[src/rtl/stopwatch_pkg.sv]
// Shared definitions for the stopwatch front end: button indices and the
// per-channel debounce state encoding.
package stopwatch_pkg;

   localparam int NUM_BTNS = 4;

   typedef enum logic [1:0] {
      BTN_ONE   = 2'd0,
      BTN_TEN   = 2'd1,
      BTN_PAUSE = 2'd2,
      BTN_CLEAR = 2'd3
   } btn_e;

   typedef enum logic [1:0] {
      DB_IDLE,
      DB_PRESS_WAIT,
      DB_HELD,
      DB_RELEASE_WAIT
   } db_state_e;

endpackage

[src/rtl/debounce_channel.sv]
// One pushbutton channel: 2-flop synchronizer, press/release debounce FSM,
// registered debounced level and a single-cycle pulse on each accepted press.
module debounce_channel
   import stopwatch_pkg::*;
#(
   parameter int DB_CYCLES = 100000
) (
   input  logic clk,
   input  logic rst,
   input  logic raw,
   output logic press,
   output logic level
);

   localparam int            CW       = $clog2(DB_CYCLES);
   localparam logic [CW-1:0] CNT_LAST = CW'(DB_CYCLES - 1);

   logic            sync_p0;
   logic            sync_p1;
   db_state_e       state;
   logic [CW-1:0]   cnt;

   // Saturating increment: the counter parks at its terminal value
   function automatic logic [CW-1:0] sat_inc(input logic [CW-1:0] v);
      return (v == CNT_LAST) ? v : v + 1'b1;
   endfunction

   always_ff @(posedge clk) begin
      if (rst) begin
         sync_p0 <= 1'b0;
         sync_p1 <= 1'b0;
         state   <= DB_IDLE;
         cnt     <= '0;
         press   <= 1'b0;
         level   <= 1'b0;
      end else begin
         // synchronizer stage boundary: only sync_p1 feeds the FSM
         sync_p0 <= raw;
         sync_p1 <= sync_p0;
         press   <= 1'b0;
         case (state)
            DB_IDLE: begin
               if (sync_p1) begin
                  state <= DB_PRESS_WAIT;
                  cnt   <= '0;
               end
            end
            DB_PRESS_WAIT: begin
               if (!sync_p1) begin
                  state <= DB_IDLE;
                  cnt   <= '0;
               end else if (cnt == CNT_LAST) begin
                  state <= DB_HELD;
                  press <= 1'b1;
                  level <= 1'b1;
               end else begin
                  cnt <= sat_inc(cnt);
               end
            end
            DB_HELD: begin
               if (!sync_p1) begin
                  state <= DB_RELEASE_WAIT;
                  cnt   <= '0;
               end
            end
            DB_RELEASE_WAIT: begin
               if (sync_p1) begin
                  state <= DB_HELD;
                  cnt   <= '0;
               end else if (cnt == CNT_LAST) begin
                  state <= DB_IDLE;
                  level <= 1'b0;
               end else begin
                  cnt <= sat_inc(cnt);
               end
            end
            default: begin
               state <= DB_IDLE;
               cnt   <= '0;
               level <= 1'b0;
            end
         endcase
      end
   end

endmodule

[src/rtl/button_conditioner.sv]
// Four independent debounced button channels; a clear press suppresses any
// other press pulse landing in the same cycle.
module button_conditioner
   import stopwatch_pkg::*;
#(
   parameter int DB_CYCLES = 100000
) (
   input  logic       clk,
   input  logic       rst,
   input  logic       one_button,
   input  logic       ten_button,
   input  logic       pause_button,
   input  logic       clear_button,
   output logic       one_press,
   output logic       ten_press,
   output logic       pause_press,
   output logic       clear_press,
   output logic [3:0] btn_level
);

   logic [NUM_BTNS-1:0] raw_btn;
   logic [NUM_BTNS-1:0] ch_press;
   logic [NUM_BTNS-1:0] ch_level;

   assign raw_btn = {clear_button, pause_button, ten_button, one_button};

   for (genvar i = 0; i < NUM_BTNS; i++) begin : g_ch
      debounce_channel #(
         .DB_CYCLES(DB_CYCLES)
      ) u_ch (
         .clk  (clk),
         .rst  (rst),
         .raw  (raw_btn[i]),
         .press(ch_press[i]),
         .level(ch_level[i])
      );
   end

   // Clear takes priority; masked channels keep advancing internally
   assign clear_press = ch_press[BTN_CLEAR];
   assign one_press   = ch_press[BTN_ONE]   & ~ch_press[BTN_CLEAR];
   assign ten_press   = ch_press[BTN_TEN]   & ~ch_press[BTN_CLEAR];
   assign pause_press = ch_press[BTN_PAUSE] & ~ch_press[BTN_CLEAR];
   assign btn_level   = ch_level;

endmodule

[config.mk]
export PLATFORM = sky130hd
export DESIGN_NAME = button_conditioner
export DESIGN_NICKNAME = d
export VERILOG_FILES = /design/src/rtl/stopwatch_pkg.sv /design/src/rtl/debounce_channel.sv /design/src/rtl/button_conditioner.sv
export SDC_FILE = /design/constraint.sdc
export NUM_CORES = 1
export LEC_CHECK = 0
export CELL_PAD_IN_SITES_DETAIL_PLACEMENT = 1
export CELL_PAD_IN_SITES_GLOBAL_PLACEMENT = 1
export CORE_UTILIZATION = 35
export CTS_BUF_LIST = sky130_fd_sc_hd__clkbuf_4
export CTS_CLUSTER_DIAMETER = 100
export CTS_CLUSTER_SIZE = 28
export DETAILED_ROUTE_END_ITERATION = 8
export HOLD_SLACK_MARGIN = 0.03
export PLACE_DENSITY = 0.71
export SKIP_LAST_GASP = 1
export SYNTH_ARGS = -nofsm -noshare
export SYNTH_HDL_FRONTEND = slang
export SYNTH_SLANG_ARGS = --single-unit
[constraint.sdc]
create_clock -name clk -period 2.84 [get_ports clk]
set_clock_uncertainty 0.15 [all_clocks]
set_input_delay 0.284 -clock clk [delete_from_list [all_inputs] [get_ports clk]]
set_output_delay 0.284 -clock clk [all_outputs]
set_load 0.005 [all_outputs]
# After elaboration in Yosys (flattened, before gate mapping)
# Index checks and enable logic that the tools add are counted.
# word_totals
output_inout_bits,8
word_cells,188
in_bits,6
regBits,92
# classes
n_bitwise,12
n_eq_ne,48
addsub,4
reduce_logical,24
muxes,76
# op_table
cell,count
17-bit 2-to-1 mux,20
17-bit one-hot mux with 4 select lines,4
17-bit by 1-bit adder with 17-bit output (second input constant),4
17-bit == test (second input constant),4
2-bit 2-to-1 mux,24
2-bit by 1-bit inequality test with 1-bit output (second input constant),16
2-bit one-hot mux with 4 select lines,4
1-bit 2-to-1 mux,20
5-bit AND reduction,4
2-bit == test (second input constant),8
2-bit inequality test (second input constant),8
4-bit AND reduction,4
3-bit by 1-bit inequality test with 1-bit output (second input constant),4
3-bit inequality test (second input constant),4
3-bit OR reduction,4
1-bit inverter,9
2-bit by 1-bit == test with 1-bit output (second input constant),4
2-bit zero test,4
1-bit one-hot mux with 2 select lines,4
2-bit AND reduction,4
2-bit nonzero test,4
1-bit bitwise AND,3

# Logic depth before layout (Yosys ltp)
# Gate-level depths: netlist of the first run.
# depth
word_depth,4
mapped_depth,6
mapped_depth_nobuf,5

# By module
# From an unflattened synthesis of the first run, not the netlist that was laid out.
# unflattened
hier_cells,576
area_unflattened_um2,5027.3
# by_module_without_submodules
mod,seq_area_each_um2,cells_per_inst,instances,area_per_inst_um2
debounce_channel (g_ch[1].u_ch ...),460.4,140,2,1256.2
debounce_channel (g_ch[3].u_ch),460.4,146,1,1256.2
debounce_channel (g_ch[0].u_ch),460.4,147,1,1239.9
button_conditioner,0.0,3,1,18.8

# Worst setup path before layout of the first run
# Ideal clock, no wire load.
# synth_timing
kind,reg-to-reg
start,register g_ch[3].u_ch.cnt[0]
end,register g_ch[3].u_ch.cnt[16]
n_path_buf,1
required_ns,2.627
slack_ns,0.669
arrival_time_ns,1.959
setup_ns,0.063
stages_incl_launch_ff,7
period_less_slack_ns,2.171
cell_sequence,dfxtp_1 > ha_1 > nand4_1 > or4_4 > buf_6 > o32a_2 > nand3_1
# synth_between
elab_chain_cells,4
elab_cells_between_ends,6
classes_between,1 x add/sub; 1 x eq/ne; 4 x mux
# synth_rtl
item,line,rtl
from (decl),debounce_channel.sv:21,logic [CW-1:0] cnt;
from (signal assigned),debounce_channel.sv:57,cnt <= sat_inc(cnt);
from (signal assigned),debounce_channel.sv:74,cnt <= sat_inc(cnt);
17-bit by 1-bit adder with 17-bit output / 17-bit == test (equally long branches),"debounce_channel.sv:25, debounce_channel.sv:52, debounce_channel.sv:70",
17-bit 2-to-1 mux (*),"debounce_channel.sv:52, debounce_channel.sv:70",
17-bit 2-to-1 mux (on tied branches),"debounce_channel.sv:67, debounce_channel.sv:49",
17-bit one-hot mux with 4 select lines (*),debounce_channel.sv:41,case (state)
# Every way passes the cells marked *; elsewhere a longest branch is shown, timed or not.
# A chain may end at the register's enable or synchronous reset.

# Final worst setup path of the first run
# Same ends and word-level chain as after synthesis.

==> results of run 1 <==
==> routing by layer <==
| metal | track usage | share of wire | up-vias |
|---|---|---|---|
| met5 | 0 | 0 | - |
| met4 | 0.08565 | 0.019 | 0 |
| met3 | 0.03102 | 0.023 | 23 |
| met2 | 0.3356 | 0.47 | 59 |
| met1 | 0.2694 | 0.49 | 2411 |
| li1 | - | - | 2333 |
==> flip-flops by register name (all words and copies together) (netlist names), named ones only <==
| signal | count |
|---|---|
| g_ch.u_ch.state | 4 |
| g_ch.u_ch.sync_p1 | 4 |
| g_ch.u_ch.level | 4 |
| g_ch.u_ch.cnt | 68 |
| g_ch.u_ch.press | 4 |
| g_ch.u_ch.sync_p0 | 4 |
==> kinds of logic after synthesis <==
| group | Yosys count | share of synthesized area |
|---|---|---|
| and+or+nand+nor | 283 | 0.3252 |
| AOI/OAI and AO/OA | 143 | 0.1915 |
| DFF | 92 | 0.3685 |
| buffers and inverters | 63 | 0.05206 |
| xor gates and xnor gates | 21 | 0.04280 |
| muxes | 5 | 0.01001 |
| adders and majority gates | 4 | 0.01001 |
==> layout make-up <==
type,instances,area share
multi-input combinational,456,0.5321
sequential,92,0.3383
timing repair buffer,30,0.04643
tap,180,0.04137
clock buffer,11,0.01517
inverter,21,0.01448
clock inverter,3,0.01172
antenna,1,0.0004597
==> worst max-delay path, stage by stage, from the launching register on <==
cell     delay [ns]
dfxtp_1        0.43
ha_1           0.29
nand4_1        0.31
or4_4          0.71
o32a_2         0.40
nand3_1        0.09
==> Yosys cell counts, drive strengths merged, types with 2 or more instances <==
cell type  instances
a21oi             37
o2bb2ai            2
a41oi              4
or4               15
o22ai              5
o2111ai            4
ha                 4
a21o               2
o21ai             19
nand4b             4
a31oi             18
a311oi            10
buf                9
mux2i              5
nor2b             15
and4              19
a2111oi            3
nor4              13
xor2              10
nor3b              2
and2               7
dfxtp             92
a211oi             4
clkbuf            33
o211ai             7
a31o               2
xor3               2
xnor2              9
o31ai             14
and3              17
nor3              24
nand4             34
nand2b             2
nor2              29
or3               12
nand3             35
inv               20
nand2             49
==> per-stage QoR <==
| step | hold WS [ns] | instance area, µm² | cells | worst slack, ns |
|---|---|---|---|---|
| detailed placement | 0.2817 | 5295 | 779 | 0.4756 |
| CTS | 0.04228 | 5441 | 793 | 0.4490 |
| floorplan | 0.2622 | 4999 | 611 | 0.6687 |
| global placement | 0.2676 | 5295 | 779 | 0.5833 |
| finish | 0.05954 | 5444 | 794 | 0.4211 |
| global route | 0.05690 | 5444 | 794 | 0.2264 |
==> how the worst min path moves through the flow <==
stage / endpoint / slack [ns] / cells past startpoint
2_1_floorplan: g_ch[0].u_ch.sync_p0 / 0.26 / 1
3_3_place_gp: g_ch[2].u_ch.sync_p1 / 0.27 / 1
3_5_place_dp: g_ch[3].u_ch.sync_p1 / 0.28 / 1
4_1_cts: g_ch[0].u_ch.sync_p0 / 0.04 / 2
5_1_grt: g_ch[0].u_ch.sync_p1 / 0.06 / 2
6_report: g_ch[0].u_ch.sync_p1 / 0.06 / 2
==> power breakdown <==
group	internal, W	switching, W	total (W)
sequential	0.00130	0.0000154	0.00132
clock	0.000366	0.000463	0.000829
combinational	0.0000488	0.0000792	0.000128
total	0.00172	0.000558	0.00228
==> metrics.md, run 1 <==
| Metric | Value |
|---|---|
| Worst R2R Path Depth | `5` |
| Layout area overhead | `8.911%` |
| Syn_nets | `between 600 and 700` |
| Clk slew on worst S/H paths | `roughly 0.15 ns` |
| Slew @ Worst Pin | `roughly 0.78 ns` |
| Number of CTS-inserted buffers | `9` |
| Setup TNS | `0 ns` |
| Arrival time worst endpoint | `~2.7 ns` |
| Gate Count Post-Synth | `611` |
| Commonest non-fill, non-tap cell in the layout | `dfxtp_1` |
| Overall Global Routing Usage | `0.2055` |
| Clk buf depth | `2` |
| H-tree Lvls | `3` |
| Antenna Nets Post-Route | `0` |
| Worst Setup Path Type | `flop to flop` |
| Hold WC Path Type | `input port to flop` |
| Final period util | `0.8517` |
| PD cells | `around 420 nW/µm²` |
| Detailed Route WL | `~14 mm` |
| Core Util, Final | `0.3922` |
| Post-synth EDFFs | `0` |
| WP data required | `between 3 and 4 ns` |
| Core Footprint | `approximately 14000 µm²` |
| Worst slew margin | `0.4788` |
| RSZ-0062 raised after global routing | `no` |
| Starting Density | `0.3601` |
| Async SR Flop Fraction | `0` |
| Final setup violation count | `0` |
| GRT Residual Overflow | `0` |
| Largest net degree at the start of global routing | `23` |
| Cts repair resizes | `0` |
| Detailed-route via count | `between 4k and 5k` |
| Drt wl/cell | `about 18 µm` |
| Root buf cell | `clkbuf_4` |
| Routability cong. | `0.8068` |
| Syn avg cell area | `between 8 and 9 µm²` |
| CP Capture Type | `flop` |
| Pins over their slew limit | `0` |
| Hold path startpoint | `rst` |
| Worst-Skew Late Latency | `around 0.47 ns` |
| Die extent in x | `between 100 and 150 µm` |
| Final Critical Period | `approximately 2.4 ns` |
| Hold_buf cts | `0` |
| Die ar. | `~15000 µm²` |
| R2R Setup Slk | `~0.42 ns` |
| Global-route wire length before repair | `~24 mm` |
| Synth top area share | `0.3685` |
| Clock Sinks | `92` |
| Row cnt | `43` |
| Top cells by area, synth | `dfxtp_1, nand4_1, a21oi_1` |
| Initial antenna violation count | `1` |
| RR Endpoint | `g_ch[3].u_ch.cnt[16]` |
| Number of global-route vias before repair | `roughly 4.9k` |
| Post-synth top flop | `dfxtp_1` |
| Post-CTS setup buffer count | `0` |
| Pwr Total | `~0.0023 W` |
| Share of cells above drive strength 1 | `0.06525` |
| Io pins | `14` |
| LEAKAGE | `1.700 nW` |
| Synth Register Bits | `92` |
| Vias per cell | `around 6` |
| Footprint of the multi-input gates | `roughly 2900 µm²` |
| Cell area after synthesis | `between 4000 and 5000 µm²` |
| Crit path launch | `g_ch[3].u_ch.cnt[0]` |
| CP endpoint | `g_ch[3].u_ch.cnt[16]` |
| TritonCTS clock tree | `built` |
| Die H | `around 120 µm` |
| Worst Setup Start Kind | `flop` |
| Initial DRC count | `between 200 and 300` |
| Max-cap viol count | `0` |
| FF+latch area | `roughly 1800 µm²` |
| Yosys Warn Count | `0` |
| Crit Path Max Fanout | `10` |
| Max Fclk | `roughly 0.41 GHz` |
| Netlist cell types | `65` |
| Register area share after synthesis | `0.3685` |
| Reg-to-reg startpoint | `g_ch[3].u_ch.cnt[0]` |
| Final Hold Vio Count | `0` |
| Yosys top cell by area | `dfxtp_1` |
| Status | `completed` |
| Most frequent cells in the layout | `dfxtp_1, nand2_1, a21oi_1` |
| 1st-pass router iterations | `4` |
| Port-buffer cells | `13` |
| Final HPWL DP | `a little under 10 mm` |
| Fill count | `between 1.5k and 2k` |
| Drc violations | `0` |
| Worst vdd ir | `between 0.15 and 0.2 mV` |
| Final #Nets | `620` |
Note: power is estimated with default switching activity, not from simulation.
==> run 2, diff against run 1 <==
--- a/config.mk
+++ b/config.mk
@@ -15,6 +15,7 @@
 export HOLD_SLACK_MARGIN = 0.03
 export PLACE_DENSITY = 0.71
 export SKIP_LAST_GASP = 1
+export SLEW_MARGIN = 25
 export SYNTH_ARGS = -nofsm -noshare
 export SYNTH_HDL_FRONTEND = slang
 export SYNTH_SLANG_ARGS = --single-unit
==> constraint.sdc (replaced) <==
create_clock -name clk -period 2.3 [get_ports clk]
set_clock_uncertainty 0.15 [all_clocks]
set_input_delay 0.23 -clock clk [delete_from_list [all_inputs] [get_ports clk]]
set_output_delay 0.23 -clock clk [all_outputs]
set_load 0.005 [all_outputs]
==> metrics.md, run 2 (synthesis results as in run 1) <==
| Metric | Value |
|---|---|
| Top reg by flops | `g_ch.u_ch.cnt` |
| Final Critical Period | `2.250 ns (-0.1691 ns)` |
| Number of CTS-inserted buffers | `9 (unchanged)` |
| Worst slew margin | `0.2978 (-0.1810)` |
| Worst vdd ir | `0.1727 mV (+5.2%)` |
| Layout area overhead | `10.91%` |
| Row cnt | `43 (unchanged)` |
| Final setup violation count | `0 (unchanged)` |
| Root buf cell | `clkbuf_4` |
| Drt wl/cell | `17.15 µm (-3.6%)` |
| Max-cap viol count | `0 (unchanged)` |
| Antenna Nets Post-Route | `0 (unchanged)` |
| Io pins | `14 (unchanged)` |
| Port-buffer cells | `13 (unchanged)` |
| Max Fclk | `0.4445 GHz (+7.5%)` |
| Final period util | `0.9782 (+0.1264)` |
| Overall Global Routing Usage | `0.1966 (-0.008854)` |
| GRT Residual Overflow | `0 (unchanged)` |
| Core Footprint | `13880 µm² (unchanged)` |
| Status | `completed` |
| Clk slew on worst S/H paths | `0.15 ns (about the same)` |
| Clock Sinks | `92 (unchanged)` |
| Global-route wire length before repair | `23.55 mm (-3.5%)` |
| Worst Setup Path Type | `flop to flop` |
| RR Endpoint | `g_ch[3].u_ch.cnt[2]` |
| Number of global-route vias before repair | `4809 (-2.6%)` |
| Vias per cell | `6.015 (-1.0%)` |
| Final instance area | `5544 µm² (+1.8%)` |
| Die ar. | `14760 µm² (unchanged)` |
| Final Hold Vio Count | `0 (unchanged)` |
| Hold path startpoint | `ten_button` |
| Worst hold path cell count | `2 (unchanged)` |
| 1st-pass router iterations | `4 (unchanged)` |
| Starting Density | `0.3601 (unchanged)` |
| Die extent in x | `121.5 µm (unchanged)` |
| Initial DRC count | `274 (-8.1%)` |
| Worst-Skew Late Latency | `0.47 ns (about the same)` |
| Hold WC Path Type | `input port to flop` |
| Slew @ Worst Pin | `1.046 ns (+0.2696 ns)` |
| CP Capture Type | `flop` |
| Routability cong. | `0.8257 (+2.3%)` |
| H-tree Lvls | `3 (unchanged)` |
| Final HPWL DP | `9.748 mm (+0.68%)` |
| Clk buf depth | `2 (unchanged)` |
| Detailed-route via count | `4878 (+1.1%)` |
| Largest net degree at the start of global routing | `36 (+57%)` |
| Arrival time worst endpoint | `2.49 ns (-0.21 ns)` |
| Non-Filler Instances | `811 (+2.1%)` |
| Worst R2R Path Depth | `4 (-1)` |
| TritonCTS clock tree | `built` |
| RSZ-0062 raised after global routing | `no` |
| Most frequent cells in the layout | `dfxtp_1, nand2_1, a21oi_1` |
| Commonest non-fill, non-tap cell in the layout | `dfxtp_1` |
| Share of cells above drive strength 1 | `0.09206 (+0.02681)` |
| WP data required | `2.54 ns (-0.58 ns)` |
| Final #Nets | `635 (+2.4%)` |
| Max reg flops | `68 (unchanged)` |
| Initial antenna violation count | `1 (unchanged)` |
| Detailed Route WL | `13.91 mm (-1.5%)` |
| Worst Setup Start Kind | `flop` |
| R2R Setup Slk | `0.05 ns (-0.37 ns)` |
| Reg-to-reg startpoint | `g_ch[3].u_ch.cnt[8]` |
| Drc violations | `0 (unchanged)` |
| LEAKAGE | `1.760 nW (+3.5%)` |
| Hold Path End | `g_ch[1].u_ch.sync_p0` |
| Crit Path Max Fanout | `6 (-4)` |
| Placed Instance Area | `5398 µm² (+1.9%)` |
| Pins over their slew limit | `0 (unchanged)` |
| Setup TNS | `0 ns (unchanged)` |
| Die H | `121.5 µm (unchanged)` |
| Inst Count DP | `791 (+1.5%)` |
| PD cells | `474.5 nW/µm² (+13%)` |
==> run 2: layer usage <==
metal / wire length [µm] / global-route usage
met5: 0 / 0
met2: 6606 / 0.3249
met1: 6733 / 0.2583
met3: 388 / 0.02679
met4: 182 / 0.07716
==> run 2: layout make-up <==
cell class / instances / area, µm²
fillers: 1696 / 8337
multi-input cells: 456 / 2899
flip-flops and latches: 92 / 1842
repair buffers: 45 / 380.4
well taps: 180 / 225.2
clock buffers: 12 / 90.09
inverters: 21 / 78.83
clock inverters: 4 / 26.28
diodes: 1 / 2.502
==> run 2: where the power goes <==
group / internal, W / switching, W / leakage (nW)
clock network: 0.000258 / 0.000578 / 0.0673
registers: 0.00161 / 0.0000175 / 0.743
logic: 0.0000663 / 0.000101 / 0.949
total: 0.00193 / 0.000697 / 1.76
==> run 2: repair_timing <==
item                                   in CTS  in global routing
setup endpoints to repair                   0                  4
gates resized for setup                     0                  1
hold buffers                                1                  0
endpoints found under the hold margin       1                  0
buffers inserted                            0                  2
==> run 2: critical path, cell delays in order (launching register included) <==
cell and delay [ns]:
dfxtp_1 0.38, or4_4 0.58, or4_4 0.61, a21o_1 0.20, a311oi_1 0.24
==> run 2: worst max-delay path by stage <==
stage / cells after the start / from / slack [ns] / end
2_1_floorplan: 6 / g_ch[3].u_ch.cnt[0] / 0.13 / g_ch[3].u_ch.cnt[16]
3_3_place_gp: 4 / g_ch[3].u_ch.cnt[8] / 0.13 / g_ch[3].u_ch.cnt[16]
3_5_place_dp: 4 / g_ch[3].u_ch.cnt[8] / 0.09 / g_ch[3].u_ch.cnt[2]
4_1_cts: 4 / g_ch[3].u_ch.cnt[8] / 0.04 / g_ch[3].u_ch.cnt[2]
5_1_grt: 4 / g_ch[3].u_ch.cnt[8] / 0.01 / g_ch[3].u_ch.cnt[2]
6_report: 4 / g_ch[3].u_ch.cnt[8] / 0.05 / g_ch[3].u_ch.cnt[2]
==> run 2: through the flow <==
| step | hold slack, ns | worst slack (ns) | total power [W] | utilization |
|---|---|---|---|---|
| 6_report | 0.1467 | 0.05021 | 0.002631 | 0.3994 |
| 3_3_place_gp | 0.2685 | 0.1338 | 0.001822 | 0.3889 |
| 2_1_floorplan | 0.2082 | 0.1287 | 0.001757 | - |
| 3_5_place_dp | 0.2827 | 0.08672 | 0.001829 | 0.3889 |
| 5_1_grt | 0.1318 | 0.01232 | 0.002743 | 0.3994 |
| 4_1_cts | 0.1242 | 0.04403 | 0.002664 | 0.3980 |
==> run 3, diff against run 2 <==
--- a/config.mk
+++ b/config.mk
@@ -12,7 +12,8 @@
 export CTS_CLUSTER_DIAMETER = 100
 export CTS_CLUSTER_SIZE = 28
 export DETAILED_ROUTE_END_ITERATION = 8
-export HOLD_SLACK_MARGIN = 0.03
+export GPL_TIMING_DRIVEN = 1
+export HOLD_SLACK_MARGIN = 0.12
 export PLACE_DENSITY = 0.71
 export SKIP_LAST_GASP = 1
 export SLEW_MARGIN = 25
==> results of run 3 <==
The final DEF is identical to that of run 2; final timing and power are the same.
